===== src/rtl/write_register_bank_pkg.sv =====
// Shared defaults for the write register bank slice.
// Imported by the bank top, its read ports and the bench.
package write_register_bank_pkg;

  localparam int DATA_W_DEF   = 8;
  localparam int NUM_REGS_DEF = 15;
  localparam int ADDR_W_DEF   = 4;

  localparam logic [3:0] ADDR_ILLEGAL = 4'hF;

endpackage


===== src/rtl/write_register_bank_reg_read_port.sv =====
// Registered read port with write-through bypass.
// Out-of-range addresses read back as invalid zero.
module reg_read_port
  import write_register_bank_pkg::*;
#(
  parameter int DATA_W   = DATA_W_DEF,
  parameter int NUM_REGS = NUM_REGS_DEF,
  parameter int ADDR_W   = ADDR_W_DEF
) (
  input  logic                clk,
  input  logic                rst,
  input  logic [ADDR_W-1:0]   rd_addr,
  input  logic [DATA_W-1:0]   entries [NUM_REGS],
  input  logic [NUM_REGS-1:0] valid_map,
  input  logic                wr_legal,
  input  logic [ADDR_W-1:0]   wr_addr,
  input  logic [DATA_W-1:0]   wr_data,
  input  logic                clr,
  output logic [DATA_W-1:0]   rd_data,
  output logic                rd_valid
);

  localparam logic [ADDR_W-1:0] LIMIT = ADDR_W'(NUM_REGS);

  logic in_range;
  logic hit;

  assign in_range = rd_addr < LIMIT;
  assign hit      = wr_legal && (wr_addr == rd_addr);

  always_ff @(posedge clk) begin
    if (rst) begin
      rd_data  <= '0;
      rd_valid <= 1'b0;
    end else begin
      unique case (1'b1)
        !in_range: begin
          rd_data  <= '0;
          rd_valid <= 1'b0;
        end
        // a same-cycle clear still lands the data but not its valid bit
        hit: begin
          rd_data  <= wr_data;
          rd_valid <= ~clr;
        end
        default: begin
          rd_data  <= entries[rd_addr];
          rd_valid <= valid_map[rd_addr];
        end
      endcase
    end
  end

endmodule


===== src/rtl/write_register_bank.sv =====
// Register bank fed by the write address counter.
// Holds data, a valid map, fill count and two read ports.
module write_register_bank
  import write_register_bank_pkg::*;
#(
  parameter int DATA_W   = DATA_W_DEF,
  parameter int NUM_REGS = NUM_REGS_DEF,
  parameter int ADDR_W   = ADDR_W_DEF
) (
  input  logic                clk,
  input  logic                rst,
  input  logic                wr_en,
  input  logic [ADDR_W-1:0]   wr_addr,
  input  logic [DATA_W-1:0]   wr_data,
  input  logic                clr,
  input  logic [ADDR_W-1:0]   rd_addr_a,
  input  logic [ADDR_W-1:0]   rd_addr_b,
  output logic [DATA_W-1:0]   rd_data_a,
  output logic [DATA_W-1:0]   rd_data_b,
  output logic                rd_valid_a,
  output logic                rd_valid_b,
  output logic [NUM_REGS-1:0] valid_map,
  output logic [ADDR_W-1:0]   fill_count,
  output logic                full,
  output logic                wr_err
);

  localparam logic [ADDR_W-1:0] LIMIT = ADDR_W'(NUM_REGS);

  logic [DATA_W-1:0] entries [NUM_REGS];
  logic              legal;
  logic              fresh;
  logic [ADDR_W-1:0] count_nxt;

  assign legal = wr_en && (wr_addr < LIMIT);
  assign fresh = legal && !valid_map[wr_addr];

  always_comb begin
    count_nxt = fill_count;
    if (fresh && (fill_count < LIMIT))
      count_nxt = fill_count + 1'b1;
  end

  always_ff @(posedge clk) begin
    if (rst) begin
      for (int i = 0; i < NUM_REGS; i++)
        entries[i] <= '0;
      valid_map  <= '0;
      fill_count <= '0;
      full       <= 1'b0;
      wr_err     <= 1'b0;
    end else begin
      if (legal)
        entries[wr_addr] <= wr_data;
      wr_err <= wr_en && !legal;
      if (clr) begin
        valid_map  <= '0;
        fill_count <= '0;
        full       <= 1'b0;
      end else begin
        if (legal)
          valid_map[wr_addr] <= 1'b1;
        fill_count <= count_nxt;
        full       <= (count_nxt == LIMIT);
      end
    end
  end

  reg_read_port #(
    .DATA_W(DATA_W), .NUM_REGS(NUM_REGS), .ADDR_W(ADDR_W)
  ) u_port_a (
    .clk(clk), .rst(rst), .rd_addr(rd_addr_a),
    .entries(entries), .valid_map(valid_map),
    .wr_legal(legal), .wr_addr(wr_addr),
    .wr_data(wr_data), .clr(clr),
    .rd_data(rd_data_a), .rd_valid(rd_valid_a)
  );

  reg_read_port #(
    .DATA_W(DATA_W), .NUM_REGS(NUM_REGS), .ADDR_W(ADDR_W)
  ) u_port_b (
    .clk(clk), .rst(rst), .rd_addr(rd_addr_b),
    .entries(entries), .valid_map(valid_map),
    .wr_legal(legal), .wr_addr(wr_addr),
    .wr_data(wr_data), .clr(clr),
    .rd_data(rd_data_b), .rd_valid(rd_valid_b)
  );

endmodule


===== config.mk =====
export PLATFORM = sky130hd
export DESIGN_NAME = write_register_bank
export DESIGN_NICKNAME = d
export VERILOG_FILES = /design/src/rtl/write_register_bank_pkg.sv /design/src/rtl/write_register_bank_reg_read_port.sv /design/src/rtl/write_register_bank.sv
export SDC_FILE = /design/constraint.sdc
export NUM_CORES = 1
export LEC_CHECK = 0
export CAP_MARGIN = 40
export CORE_ASPECT_RATIO = 0.6
export CORE_MARGIN = 3
export CORE_UTILIZATION = 55
export CTS_CLUSTER_SIZE = 25
export DETAILED_ROUTE_END_ITERATION = 8
export PLACE_DENSITY = 0.76
export SETUP_SLACK_MARGIN = 0.4
export SYNTH_ARGS = -nofsm -noshare
export SYNTH_HDL_FRONTEND = slang
export SYNTH_SLANG_ARGS = --single-unit

===== constraint.sdc =====
create_clock -name clk -period 2.43 [get_ports clk]
set_input_delay 0.6075 -clock clk [delete_from_list [all_inputs] [get_ports clk]]
set_output_delay 0.6075 -clock clk [all_outputs]
set_load 0.02 [all_outputs]

==> results of run 1 <==
[routing by layer]
metal | global-route usage (%) | vias up | wire, um
met5 | 0 | - | 0
met4 | 12.78 | 0 | 766
met3 | 6.742 | 79 | 2738
met2 | 47.34 | 492 | 10970
met1 | 42.42 | 3353 | 10000
li1 | - | 3081 | -
[worst reg2reg max path, stage by stage, from the launching register on]
cell and delay, ns:
sky130_fd_sc_hd__dfxtp_1 0.35, sky130_fd_sc_hd__mux4_2 0.53, sky130_fd_sc_hd__a2111o_1 0.45, sky130_fd_sc_hd__or4_1 0.40, sky130_fd_sc_hd__o21ai_1 0.08
[cell usage in the layout, fill, tap and decap left out, types with 4 or more instances in the layout]
cell type and count:
sky130_fd_sc_hd__clkbuf_16 17, sky130_fd_sc_hd__dfxtp_1 159, sky130_fd_sc_hd__buf_4 50, sky130_fd_sc_hd__nor2_1 157
sky130_fd_sc_hd__buf_2 5, sky130_fd_sc_hd__mux4_2 55, sky130_fd_sc_hd__a21oi_1 63, sky130_fd_sc_hd__clkdlybuf4s50_1 32
sky130_fd_sc_hd__nand2_1 63, sky130_fd_sc_hd__a2bb2oi_1 18, sky130_fd_sc_hd__mux2i_1 137, sky130_fd_sc_hd__buf_12 13
sky130_fd_sc_hd__or3_1 6, sky130_fd_sc_hd__or2_2 4, sky130_fd_sc_hd__nand3_1 5, sky130_fd_sc_hd__xnor2_1 9
sky130_fd_sc_hd__nor2_2 9, sky130_fd_sc_hd__dlygate4sd2_1 23, sky130_fd_sc_hd__o21ai_0 26, sky130_fd_sc_hd__inv_1 5
[kinds of logic after synthesis]
kind of cell / count (synthesis) / share of synthesized area, %
compound gates: 119 / 8.673
flops: 159 / 39.54
xor+xnor: 9 / 0.9792
mux: 195 / 33.03
fa+ha+maj: 1 / 0.1554
simple gates: 264 / 13.55
buf+inv: 81 / 4.072
[power groups by stage]
stage	clock (mW)	sequential [mW]	combinational, mW
finish	2.70	2.68	0.646
global route	2.84	2.68	0.678
CTS	2.73	2.68	0.631
detailed placement	0	2.74	0.629
global placement	0	2.73	0.614
floorplan	0	2.74	0.368
[registers in the layout (all words and copies together) (netlist names)]
signal and count:
fill_count 4, u_port_b.rd_data 8, entries 120, wr_err 1
valid_map 15, full 1, u_port_a.rd_valid 1, u_port_a.rd_data 8
u_port_b.rd_valid 1
[per-stage QoR]
stage	cells	power, mW	worst slack, ns
detailed placement	1071	3.364	-0.2966
floorplan	828	3.112	0.2996
global route	1103	6.203	0.3776
finish	1103	6.021	0.4367
global placement	1070	3.346	-0.2386
CTS	1103	6.038	0.3870
[layout make-up]
| type | instances | area [um2] | area share, % |
|---|---|---|---|
| clock buffers | 18 | 439.2 | 4.468 |
| well taps | 192 | 240.2 | 2.444 |
| multi-input cells | 588 | 4569 | 46.49 |
| inverters | 5 | 18.77 | 0.1909 |
| repair buffers | 127 | 1222 | 12.44 |
| clock inverters | 14 | 156.4 | 1.591 |
| flip-flops and latches | 159 | 3183 | 32.38 |
[worst max path at each step]
| stage | start | to | slack [ns] | cells past startpoint |
|---|---|---|---|---|
| after floorplan | wr_addr[0] | fill_count[2]$_SDFF_PP0_ | 0.30 | 5 |
| after global placement | wr_addr[0] | fill_count[0]$_SDFF_PP0_ | -0.24 | 5 |
| after detailed placement | wr_addr[0] | fill_count[0]$_SDFF_PP0_ | -0.30 | 5 |
| after CTS | wr_addr[0] | fill_count[0]$_SDFF_PP0_ | 0.39 | 5 |
| after global routing | wr_en | fill_count[0]$_SDFF_PP0_ | 0.38 | 6 |
| final | u_port_a.rd_data[0]$_SDFF_PP0_ | rd_data_a[0] | 0.44 | 1 |
[repair_timing]
action                     in CTS  in global routing
hold buffers                    0                  0
setup endpoints to repair      65                 10
resized for setup              30                  7
pin swaps                       1                  0
==> run_summary.xml, run 1 <==
<?xml version="1.0" encoding="UTF-8"?>
<metrics>
  <group name="yosys">
    <metric name="synth_top_cells_by_count" unit="">sky130_fd_sc_hd__dfxtp_1, sky130_fd_sc_hd__nor2_1, sky130_fd_sc_hd__mux2i_1</metric>
    <metric name="yosys.area.top_type" unit="">sky130_fd_sc_hd__dfxtp_1</metric>
    <metric name="async_flop_share" unit="%">0</metric>
    <metric name="synthesis.yosys.warnings" unit="">0</metric>
    <metric name="synth-seq-area-share" unit="%">39.54</metric>
    <metric name="syn_area_per_cell" unit="um2">9.722</metric>
    <metric name="synth_largest_type_area_fraction" unit="%">39.54</metric>
    <metric name="synth_edf_count" unit="">0</metric>
    <metric name="netlist_area" unit="mm2">0.008050</metric>
    <metric name="netlist-cell-type-count" unit="">39</metric>
    <metric name="netlist_instances" unit="">828</metric>
    <metric name="synth_flop_cell" unit="">sky130_fd_sc_hd__dfxtp_1</metric>
    <metric name="synth_area_leaders" unit="">sky130_fd_sc_hd__dfxtp_1, sky130_fd_sc_hd__mux2i_1, sky130_fd_sc_hd__mux4_2, sky130_fd_sc_hd__nor2_1, sky130_fd_sc_hd__a21oi_1</metric>
    <metric name="ys_ff_latch" unit="">159</metric>
    <metric name="synth_fp_nets" unit="">853</metric>
  </group>
  <group name="floorplanning">
    <metric name="die_area" unit="mm2">0.01617</metric>
    <metric name="boundaryPins" unit="">63</metric>
    <metric name="coreArea" unit="mm2">0.01400</metric>
    <metric name="die_x" unit="um">162.2</metric>
    <metric name="starting_density" unit="%">57.51</metric>
    <metric name="num_rows" unit="">33</metric>
    <metric name="die_height" unit="um">99.71</metric>
  </group>
  <group name="power">
    <metric name="peakVddDrop" unit="uV">517.6</metric>
    <metric name="cellLeakagePower" unit="nW">3.848</metric>
    <metric name="combinational_cell_fraction_of_total_power" unit="%">10.7</metric>
    <metric name="power.density_cell_area" unit="mW/mm2">612.5</metric>
    <metric name="netSwitchingPower" unit="mW">1.548</metric>
    <metric name="swShare" unit="%">25.71</metric>
    <metric name="intPower" unit="mW">4.473</metric>
    <metric name="power_frac_clock" unit="%">44.8</metric>
    <metric name="power_frac_seq" unit="%">44.5</metric>
  </group>
  <group name="grt">
    <metric name="grt_pass1_wl" unit="mm">38.27</metric>
    <metric name="initial_antenna_violation_count" unit="">0</metric>
    <metric name="first_global_vias" unit="">7018</metric>
    <metric name="grt_start_max_net_pins" unit="">92</metric>
    <metric name="global_route.usage.total" unit="%">30.76</metric>
    <metric name="global_route.overflow_total" unit="">0</metric>
  </group>
  <group name="sta">
    <metric name="setup_violations" unit="">0</metric>
    <metric name="slew_viol_final" unit="">0</metric>
    <metric name="fin_crit" unit="ns">1.993</metric>
    <metric name="final.setup.tns" unit="ns">0</metric>
    <metric name="final_hold_viol_count" unit="">0</metric>
    <metric name="grt_setup_unrepaired" unit="">true</metric>
    <metric name="post-route-period-util" unit="%">82.03</metric>
    <metric name="clock.fmax" unit="MHz">501.7</metric>
    <metric name="fin_worst_skew" unit="ns">0.009362</metric>
    <metric name="worst_slew_margin_rel" unit="%">36.92</metric>
    <metric name="timing.hold.ws" unit="ns">0.4774</metric>
    <metric name="tightest_slew" unit="ns">0.9462</metric>
  </group>
  <group name="final_layout">
    <metric name="finish.utilization" unit="%">70.22</metric>
    <metric name="num_antenna_cells" unit="">0</metric>
    <metric name="area_growth" unit="%">22.10</metric>
    <metric name="final_net_count" unit="">923</metric>
    <metric name="filler_cell_count" unit="">1028</metric>
    <metric name="post_route_cells_drive_above_1_share" unit="%">19.87</metric>
    <metric name="fin_area" unit="mm2">0.009829</metric>
  </group>
  <group name="run">
    <metric name="cap_violations" unit="">0</metric>
  </group>
  <group name="placed_design">
    <metric name="half_perimeter_wire_length_after_detailed_placement" unit="mm">16.78</metric>
    <metric name="port-buffer-count" unit="">62</metric>
    <metric name="dpl_cell_area" unit="mm2">0.009230</metric>
    <metric name="gpl.final_weighted_congestion" unit="">0.9736</metric>
  </group>
  <group name="cts">
    <metric name="cell_at_the_root_of_the_clock_tree" unit="">sky130_fd_sc_hd__clkbuf_16</metric>
    <metric name="cts_inserted_buffers" unit="">17</metric>
    <metric name="cts_tree" unit="">done</metric>
    <metric name="clkLatencyLatePin" unit="ns">0.42</metric>
    <metric name="cts_num_sinks" unit="">159</metric>
    <metric name="cts.path.max_buffers" unit="">2</metric>
    <metric name="worst_setup_hold_path_clk_slew" unit="ns">0.06</metric>
    <metric name="cts-htree-levels" unit="">4</metric>
    <metric name="cts_setup_buffers" unit="">0</metric>
  </group>
  <group name="worst_setup_path">
    <metric name="crit_path_capture_type" unit="">output pin</metric>
    <metric name="kind_of_cell_adding_the_most_delay_to_the_critical_path" unit="">buffers and inverters</metric>
    <metric name="cp.required" unit="ns">1.82</metric>
    <metric name="worst_path_max_delay_cell" unit="">sky130_fd_sc_hd__clkdlybuf4s50_1</metric>
    <metric name="reg2reg_slack" unit="ns">0.57</metric>
    <metric name="critPathBufInv" unit="">1</metric>
    <metric name="path_class" unit="">reg -&gt; out</metric>
    <metric name="critical_path.max_fanout" unit="">1</metric>
    <metric name="worst_path_largest_cell_delay" unit="ns">0.61</metric>
    <metric name="crit-reg2reg-launch" unit="">valid_map[3]$_SDFFE_PP0P_</metric>
    <metric name="critPathArrivalTime" unit="ns">1.39</metric>
    <metric name="number_of_cells_on_the_worst_reg_to_reg_path" unit="">4</metric>
    <metric name="start_kind" unit="">flop</metric>
    <metric name="worstReg2RegEnd" unit="">fill_count[0]$_SDFF_PP0_</metric>
    <metric name="timing.critical_path.cells" unit="">clkdlybuf4s50_1</metric>
  </group>
  <group name="routing">
    <metric name="drt_pre_antenna_iters" unit="">5</metric>
    <metric name="final_wl" unit="mm">24.48</metric>
    <metric name="drtIter0Drc" unit="">747</metric>
    <metric name="drc" unit="">0</metric>
    <metric name="antenna_violating_nets_post_route" unit="">0</metric>
    <metric name="post_drt_wl_per_cell" unit="um">22.20</metric>
    <metric name="dr_total_vias" unit="">7005</metric>
    <metric name="detail_route.vias_per_cell" unit="">6.351</metric>
  </group>
  <group name="run_status">
    <metric name="outcome" unit="">finished clean</metric>
  </group>
  <group name="min_path">
    <metric name="worst_hold_path_type" unit="">reg -&gt; reg</metric>
    <metric name="hold_end" unit="">entries[17]$_SDFFE_PP0P_</metric>
    <metric name="min_from" unit="">entries[17]$_SDFFE_PP0P_</metric>
    <metric name="holdPathStages" unit="">2</metric>
  </group>
</metrics>
No activity file was read; power rests on OpenSTA's default activity.
==> inputs of run 2 (changes only) <==
--- a/config.mk
+++ b/config.mk
@@ -8,7 +8,7 @@
 export CAP_MARGIN = 40
 export CORE_ASPECT_RATIO = 0.6
 export CORE_MARGIN = 3
-export CORE_UTILIZATION = 55
+export CORE_UTILIZATION = 53
 export CTS_CLUSTER_SIZE = 25
 export DETAILED_ROUTE_END_ITERATION = 8
 export PLACE_DENSITY = 0.76
==> constraint.sdc (replaced) <==
create_clock -name clk -period 1.7 [get_ports clk]
set_input_delay 0.425 -clock clk [delete_from_list [all_inputs] [get_ports clk]]
set_output_delay 0.425 -clock clk [all_outputs]
set_load 0.02 [all_outputs]
==> run 2 against run 1 <==
The flow now finishes with violations (setup timing). Clock power increased by 42%. Register-to-register slack got worse by 0.80 ns. Non-clock buffer count increased by 121. Power increased by 52%. Flip-flop and latch count unchanged. Global-route usage increased by 5.3 points. Sequential share of layout area decreased by 5.9 points. Cell count increased by 12%. Clock-buffer cell count decreased by 1. Critical path type is now reg -> reg.
==> run_summary.xml, run 2 (same netlist as run 1, synthesis figures left out) <==
<?xml version="1.0" encoding="UTF-8"?>
<metrics>
  <group name="final_layout">
    <metric name="final_net_count" unit="">1046</metric>
    <metric name="largest_reg_flops" unit="">120</metric>
    <metric name="max_flop_register" unit="">entries</metric>
    <metric name="layout_top_registers" unit="">entries x120, valid_map x15</metric>
    <metric name="multi_input_gate_area_in_the_final_layout" unit="mm2">0.005468</metric>
    <metric name="post_layout_nonfiller_instances" unit="">1232</metric>
    <metric name="post_route_cells_drive_above_1_share" unit="%">54.35</metric>
    <metric name="area_growth" unit="%">53.47</metric>
    <metric name="final_cell_mix" unit="">sky130_fd_sc_hd__nor2_1, sky130_fd_sc_hd__mux2i_1, sky130_fd_sc_hd__dfxtp_1</metric>
    <metric name="layout_commonest_cell" unit="">sky130_fd_sc_hd__nor2_1</metric>
    <metric name="filler_cell_count" unit="">696</metric>
    <metric name="area.sequential" unit="mm2">0.003266</metric>
    <metric name="num_antenna_cells" unit="">0</metric>
  </group>
  <group name="worst_setup_path">
    <metric name="cp.required" unit="ns">2.06</metric>
    <metric name="worstReg2RegEnd" unit="">fill_count[0]$_SDFF_PP0_</metric>
    <metric name="critPathArrivalTime" unit="ns">2.29</metric>
    <metric name="reg2reg_slack" unit="ns">-0.23</metric>
    <metric name="start_kind" unit="">flop</metric>
    <metric name="cp-endpoint" unit="">fill_count[0]$_SDFF_PP0_</metric>
    <metric name="critical_path.max_fanout" unit="">3</metric>
    <metric name="number_of_cells_on_the_worst_reg_to_reg_path" unit="">4</metric>
    <metric name="crit-reg2reg-launch" unit="">valid_map[3]$_SDFFE_PP0P_</metric>
    <metric name="crit_start" unit="">valid_map[3]$_SDFFE_PP0P_</metric>
    <metric name="path_class" unit="">reg -&gt; reg</metric>
    <metric name="crit_path_capture_type" unit="">flop</metric>
  </group>
  <group name="sta">
    <metric name="fin_worst_skew" unit="ns">0.01269</metric>
    <metric name="fin_crit" unit="ns">1.930</metric>
    <metric name="grt_setup_unrepaired" unit="">true</metric>
    <metric name="slew_viol_final" unit="">0</metric>
    <metric name="final.setup.worst_slack" unit="ns">-0.2297</metric>
    <metric name="clock.fmax" unit="MHz">518.2</metric>
    <metric name="worst_slew_margin_rel" unit="%">68.15</metric>
    <metric name="tightest_slew" unit="ns">0.4777</metric>
    <metric name="setup_violations" unit="">5</metric>
    <metric name="final_hold_viol_count" unit="">0</metric>
    <metric name="final.setup.tns" unit="ns">-0.7145</metric>
    <metric name="post-route-period-util" unit="%">113.5</metric>
  </group>
  <group name="cts">
    <metric name="cell_at_the_root_of_the_clock_tree" unit="">sky130_fd_sc_hd__clkbuf_16</metric>
    <metric name="cts-hold-fix-buffers" unit="">0</metric>
    <metric name="cts.path.max_buffers" unit="">2</metric>
    <metric name="worst_setup_hold_path_clk_slew" unit="ns">0.08</metric>
    <metric name="cts-htree-levels" unit="">4</metric>
    <metric name="clkLatencyLatePin" unit="ns">0.44</metric>
    <metric name="cts_num_sinks" unit="">159</metric>
    <metric name="cts_tree" unit="">done</metric>
    <metric name="cts_inserted_buffers" unit="">17</metric>
  </group>
  <group name="routing">
    <metric name="detail_route.vias_per_cell" unit="">6.875</metric>
    <metric name="drt_pre_antenna_iters" unit="">9</metric>
    <metric name="dr_total_vias" unit="">8470</metric>
    <metric name="post_drt_wl_per_cell" unit="um">28.35</metric>
    <metric name="drtIter0Drc" unit="">1325</metric>
    <metric name="final_wl" unit="mm">34.93</metric>
    <metric name="antenna_violating_nets_post_route" unit="">0</metric>
    <metric name="drc" unit="">0</metric>
  </group>
  <group name="floorplanning">
    <metric name="die_area" unit="mm2">0.01675</metric>
    <metric name="die_x" unit="um">165.1</metric>
    <metric name="die_height" unit="um">101.5</metric>
    <metric name="boundaryPins" unit="">63</metric>
    <metric name="starting_density" unit="%">54.85</metric>
    <metric name="coreArea" unit="mm2">0.01468</metric>
    <metric name="num_rows" unit="">34</metric>
  </group>
  <group name="grt">
    <metric name="grt_start_max_net_pins" unit="">67</metric>
    <metric name="global_route.overflow_total" unit="">0</metric>
    <metric name="first_global_vias" unit="">7826</metric>
    <metric name="initial_antenna_violation_count" unit="">0</metric>
    <metric name="global_route.usage.total" unit="%">36.05</metric>
    <metric name="grt_pass1_wl" unit="mm">44.92</metric>
  </group>
  <group name="run_status">
    <metric name="violated_checks" unit="">setup timing</metric>
    <metric name="outcome" unit="">complete, but fails checks</metric>
  </group>
  <group name="power">
    <metric name="cellLeakagePower" unit="nW">4.865</metric>
    <metric name="power.density_cell_area" unit="mW/mm2">740.0</metric>
    <metric name="peakVddDrop" unit="uV">598.4</metric>
    <metric name="design_power_total" unit="mW">9.142</metric>
  </group>
  <group name="placed_design">
    <metric name="place.detailed.instances" unit="">1121</metric>
    <metric name="gpl.final_weighted_congestion" unit="">0.9039</metric>
    <metric name="half_perimeter_wire_length_after_detailed_placement" unit="mm">16.89</metric>
    <metric name="port-buffer-count" unit="">62</metric>
  </group>
  <group name="run">
    <metric name="cap_violations" unit="">0</metric>
  </group>
  <group name="min_path">
    <metric name="worst_hold_path_type" unit="">in -&gt; reg</metric>
  </group>
</metrics>
==> run 2: through the flow <==
stage | instance area [um2] | setup slack (ns) | utilization, % | hold WS [ns]
2_1_floorplan | 8408 | -0.2434 | - | 0.4433
3_3_place_gp | 9809 | -0.8075 | 66.84 | 0.4502
3_5_place_dp | 9809 | -0.8340 | 66.84 | 0.4660
4_1_cts | 11590 | -0.1080 | 78.95 | 0.4157
5_1_grt | 12350 | -0.2552 | 84.18 | 0.4531
6_report | 12350 | -0.2297 | 84.18 | 0.4453
==> run 2: what timing repair did <==
action	in CTS	in global routing
gates resized for setup	468	168
endpoints found under the setup margin	198	180
pin swaps	40	76
buffers inserted	51	19
cloned	8	1
==> run 2: worst min path at each step <==
stage                              startpoint                        end  slack, ns  depth (start not counted)
CTS                                       rst   fill_count[0]$_SDFF_PP0_       0.42                          4
finish                                    rst   fill_count[0]$_SDFF_PP0_       0.45                          4
global placement    entries[107]$_SDFFE_PP0P_  entries[107]$_SDFFE_PP0P_       0.45                          2
floorplan           entries[104]$_SDFFE_PP0P_  entries[104]$_SDFFE_PP0P_       0.44                          2
global route                              rst   fill_count[0]$_SDFF_PP0_       0.45                          4
detailed placement  entries[104]$_SDFFE_PP0P_  entries[104]$_SDFFE_PP0P_       0.47                          2
==> run 2: layout make-up <==
| cell class | instances | share of cell area [%] |
|---|---|---|
| multi-input cells | 590 | 44.26 |
| clock buffers | 17 | 3.443 |
| flip-flops and latches | 159 | 26.43 |
| repair buffers | 248 | 22.58 |
| inverters | 5 | 0.1519 |
| clock inverters | 15 | 1.124 |
| well taps | 198 | 2.005 |
==> run 2: worst max-delay path, stage by stage (launching register included) <==
cell and delay [ns]:
sky130_fd_sc_hd__dfxtp_2 0.32, sky130_fd_sc_hd__mux4_2 0.51, sky130_fd_sc_hd__a2111o_1 0.50, sky130_fd_sc_hd__or4_4 0.44, sky130_fd_sc_hd__o21ai_2 0.08
==> run 2: routing by layer <==
metal  wire [um]  track usage, %
met5           0               0
met4        2605           16.56
met3        4634           8.459
met2       15370           55.80
met1       12320           48.45
==> run 2: power by group <==
group	switching, mW	total [mW]	internal, mW
clock network	1.89	3.84	1.95
logic	0.798	1.47	0.674
registers	0.0513	3.83	3.78
==> inputs of run 3 (changes only) <==
--- a/config.mk
+++ b/config.mk
@@ -7,12 +7,11 @@
 export LEC_CHECK = 0
 export CAP_MARGIN = 40
 export CORE_ASPECT_RATIO = 0.6
-export CORE_MARGIN = 3
 export CORE_UTILIZATION = 53
 export CTS_CLUSTER_SIZE = 25
 export DETAILED_ROUTE_END_ITERATION = 8
 export PLACE_DENSITY = 0.76
-export SETUP_SLACK_MARGIN = 0.4
+export SETUP_SLACK_MARGIN = 0.02
 export SYNTH_ARGS = -nofsm -noshare
 export SYNTH_HDL_FRONTEND = slang
 export SYNTH_SLANG_ARGS = --single-unit
==> run 3 against run 2 <==
The flow still finishes with violations (setup timing). Global-route usage fell by 2.4 points. First-iteration DRC count is 32% lower. Hold slack worse by 0.037 ns. Clock skew is 0.0024 ns lower. Flip-flop and latch count unchanged. Die area decreased by 6.3%. Via count down 14%. Setup slack improved by 0.10 ns. Sequential share of layout area up 4.0 points. Cell count shrank 5.8%. Routed wire length fell by 27%. Power is 6.9% lower. Critical path type unchanged.
==> run_summary.xml, run 3 (same netlist as run 1, synthesis figures left out) <==
<?xml version="1.0" encoding="UTF-8"?>
<metrics>
  <group name="sta">
    <metric name="final_hold_viol_count" unit="">0</metric>
    <metric name="tightest_slew" unit="ns">0.4975</metric>
    <metric name="setup_violations" unit="">5</metric>
    <metric name="post-route-period-util" unit="%">107.6</metric>
    <metric name="fin_worst_skew" unit="ns">0.01028</metric>
    <metric name="timing.hold.ws" unit="ns">0.4088</metric>
    <metric name="grt_setup_unrepaired" unit="">true</metric>
    <metric name="slew_viol_final" unit="">0</metric>
    <metric name="fin_crit" unit="ns">1.829</metric>
    <metric name="worst_slew_margin_rel" unit="%">66.83</metric>
    <metric name="final.setup.worst_slack" unit="ns">-0.1286</metric>
    <metric name="clock.fmax" unit="MHz">546.9</metric>
  </group>
  <group name="final_layout">
    <metric name="fin_area" unit="mm2">0.01048</metric>
    <metric name="layout_top_registers" unit="">entries x120, valid_map x15</metric>
    <metric name="filler_cell_count" unit="">1055</metric>
    <metric name="final_net_count" unit="">976</metric>
    <metric name="post_route_cells_drive_above_1_share" unit="%">26.17</metric>
    <metric name="final_cell_mix" unit="">sky130_fd_sc_hd__nor2_1, sky130_fd_sc_hd__dfxtp_1, sky130_fd_sc_hd__mux2i_1</metric>
    <metric name="largest_reg_flops" unit="">120</metric>
    <metric name="num_antenna_cells" unit="">0</metric>
    <metric name="area_growth" unit="%">30.14</metric>
    <metric name="max_flop_register" unit="">entries</metric>
  </group>
  <group name="worst_setup_path">
    <metric name="crit_path_capture_type" unit="">flop</metric>
    <metric name="cp.required" unit="ns">2.07</metric>
    <metric name="start_kind" unit="">flop</metric>
    <metric name="critPathArrivalTime" unit="ns">2.20</metric>
    <metric name="critical_path.max_fanout" unit="">2</metric>
    <metric name="path_class" unit="">reg -&gt; reg</metric>
  </group>
  <group name="floorplanning">
    <metric name="starting_density" unit="%">54.85</metric>
    <metric name="coreArea" unit="mm2">0.01468</metric>
    <metric name="boundaryPins" unit="">63</metric>
    <metric name="die_x" unit="um">161.1</metric>
    <metric name="num_rows" unit="">34</metric>
    <metric name="die_height" unit="um">97.47</metric>
    <metric name="die_area" unit="mm2">0.01570</metric>
  </group>
  <group name="run_status">
    <metric name="outcome" unit="">complete, but fails checks</metric>
    <metric name="violated_checks" unit="">setup timing</metric>
  </group>
  <group name="grt">
    <metric name="grt_pass1_wl" unit="mm">40.10</metric>
    <metric name="first_global_vias" unit="">7245</metric>
    <metric name="grt_start_max_net_pins" unit="">105</metric>
    <metric name="global_route.overflow_total" unit="">0</metric>
    <metric name="initial_antenna_violation_count" unit="">0</metric>
    <metric name="global_route.usage.total" unit="%">33.66</metric>
  </group>
  <group name="routing">
    <metric name="drt_pre_antenna_iters" unit="">7</metric>
    <metric name="antenna_violating_nets_post_route" unit="">0</metric>
    <metric name="drtIter0Drc" unit="">898</metric>
    <metric name="dr_total_vias" unit="">7301</metric>
    <metric name="final_wl" unit="mm">25.40</metric>
    <metric name="drc" unit="">0</metric>
    <metric name="post_drt_wl_per_cell" unit="um">21.88</metric>
    <metric name="detail_route.vias_per_cell" unit="">6.289</metric>
  </group>
  <group name="power">
    <metric name="power.density_cell_area" unit="mW/mm2">812.6</metric>
    <metric name="cellLeakagePower" unit="nW">4.216</metric>
    <metric name="intPower" unit="mW">6.278</metric>
    <metric name="peakVddDrop" unit="uV">730.1</metric>
    <metric name="netSwitchingPower" unit="mW">2.235</metric>
    <metric name="swShare" unit="%">26.26</metric>
    <metric name="power_frac_clock" unit="%">42.7</metric>
    <metric name="combinational_cell_fraction_of_total_power" unit="%">12.4</metric>
    <metric name="power_frac_seq" unit="%">44.9</metric>
  </group>
  <group name="cts">
    <metric name="cts-hold-fix-buffers" unit="">0</metric>
    <metric name="clkLatencyLatePin" unit="ns">0.43</metric>
    <metric name="cts_inserted_buffers" unit="">17</metric>
    <metric name="cts-htree-levels" unit="">4</metric>
    <metric name="worst_setup_hold_path_clk_slew" unit="ns">0.07</metric>
    <metric name="cts.path.max_buffers" unit="">2</metric>
    <metric name="cts_num_sinks" unit="">159</metric>
    <metric name="cell_at_the_root_of_the_clock_tree" unit="">sky130_fd_sc_hd__clkbuf_16</metric>
    <metric name="cts_tree" unit="">done</metric>
  </group>
  <group name="min_path">
    <metric name="worst_hold_path_type" unit="">in -&gt; reg</metric>
  </group>
  <group name="run">
    <metric name="cap_violations" unit="">0</metric>
  </group>
  <group name="placed_design">
    <metric name="port-buffer-count" unit="">62</metric>
    <metric name="gpl.final_weighted_congestion" unit="">0.9543</metric>
    <metric name="half_perimeter_wire_length_after_detailed_placement" unit="mm">17.43</metric>
    <metric name="dpl_cell_area" unit="mm2">0.009811</metric>
  </group>
</metrics>
run 3: per-stage QoR:
step | setup slack [ns] | utilization [%] | instances | setup TNS, ns | power (mW)
after floorplan | -0.2476 | - | 828 | -1.787 | 4.464
after detailed placement | -0.8479 | 66.85 | 1127 | -80.87 | 4.918
final | -0.1286 | 71.38 | 1161 | -0.3873 | 8.513
after CTS | -0.2466 | 70.82 | 1160 | -0.7070 | 8.492
after global placement | -0.8147 | 66.85 | 1127 | -74.50 | 4.890
after global routing | -0.1703 | 71.38 | 1161 | -0.6445 | 8.769
run 3: repair_timing:
action	4_1_cts	5_1_grt
buffers inserted	2	1
gates resized for setup	64	35
setup endpoints to repair	180	37
pin swaps	7	4
run 3: worst paths after layout:
check,start,to,slack (ns),depth (start not counted)
min,rst,wr_err$_SDFF_PP0_,0.41,3
min reg2reg,entries[110]$_SDFFE_PP0P_,entries[110]$_SDFFE_PP0P_,0.48,2
max,valid_map[2]$_SDFFE_PP0P_,fill_count[0]$_SDFF_PP0_,-0.13,4
max reg2reg,valid_map[2]$_SDFFE_PP0P_,fill_count[0]$_SDFF_PP0_,-0.13,4
run 3: layout make-up:
cell class	count	area [um2]	area share, %
Inverter	5	18.77	0.1791
Tap cell	198	247.7	2.365
Multi-Input combinational cell	588	4698	44.85
Clock buffer	19	432.9	4.132
Timing Repair Buffer	180	1778	16.97
Clock inverter	12	112.6	1.075
Sequential cell	159	3188	30.43
run 3: metal layers:
metal | global-route usage (%) | share of wire [%] | wire, um | vias up
met5 | 0 | 0 | 0 | -
met4 | 12.77 | 3.0 | 765 | 0
met3 | 9.816 | 11 | 2843 | 76
met2 | 51.23 | 45 | 11300 | 489
met1 | 45.28 | 41 | 10490 | 3539
li1 | - | - | - | 3197
run 3: power groups by stage:
stage               combinational, mW  sequential (mW)  clock (mW)
floorplan                       0.542             3.92           0
global placement                0.988             3.90           0
detailed placement               1.01             3.91           0
CTS                              1.02             3.82        3.65
finish                           1.06             3.82        3.63
global route                     1.11             3.83        3.84
run 3: critical path: stages (launching register included):
cell and delay [ns]:
sky130_fd_sc_hd__dfxtp_2 0.33, sky130_fd_sc_hd__mux4_2 0.49, sky130_fd_sc_hd__a2111o_1 0.44, sky130_fd_sc_hd__or4_4 0.44, sky130_fd_sc_hd__o21ai_2 0.07
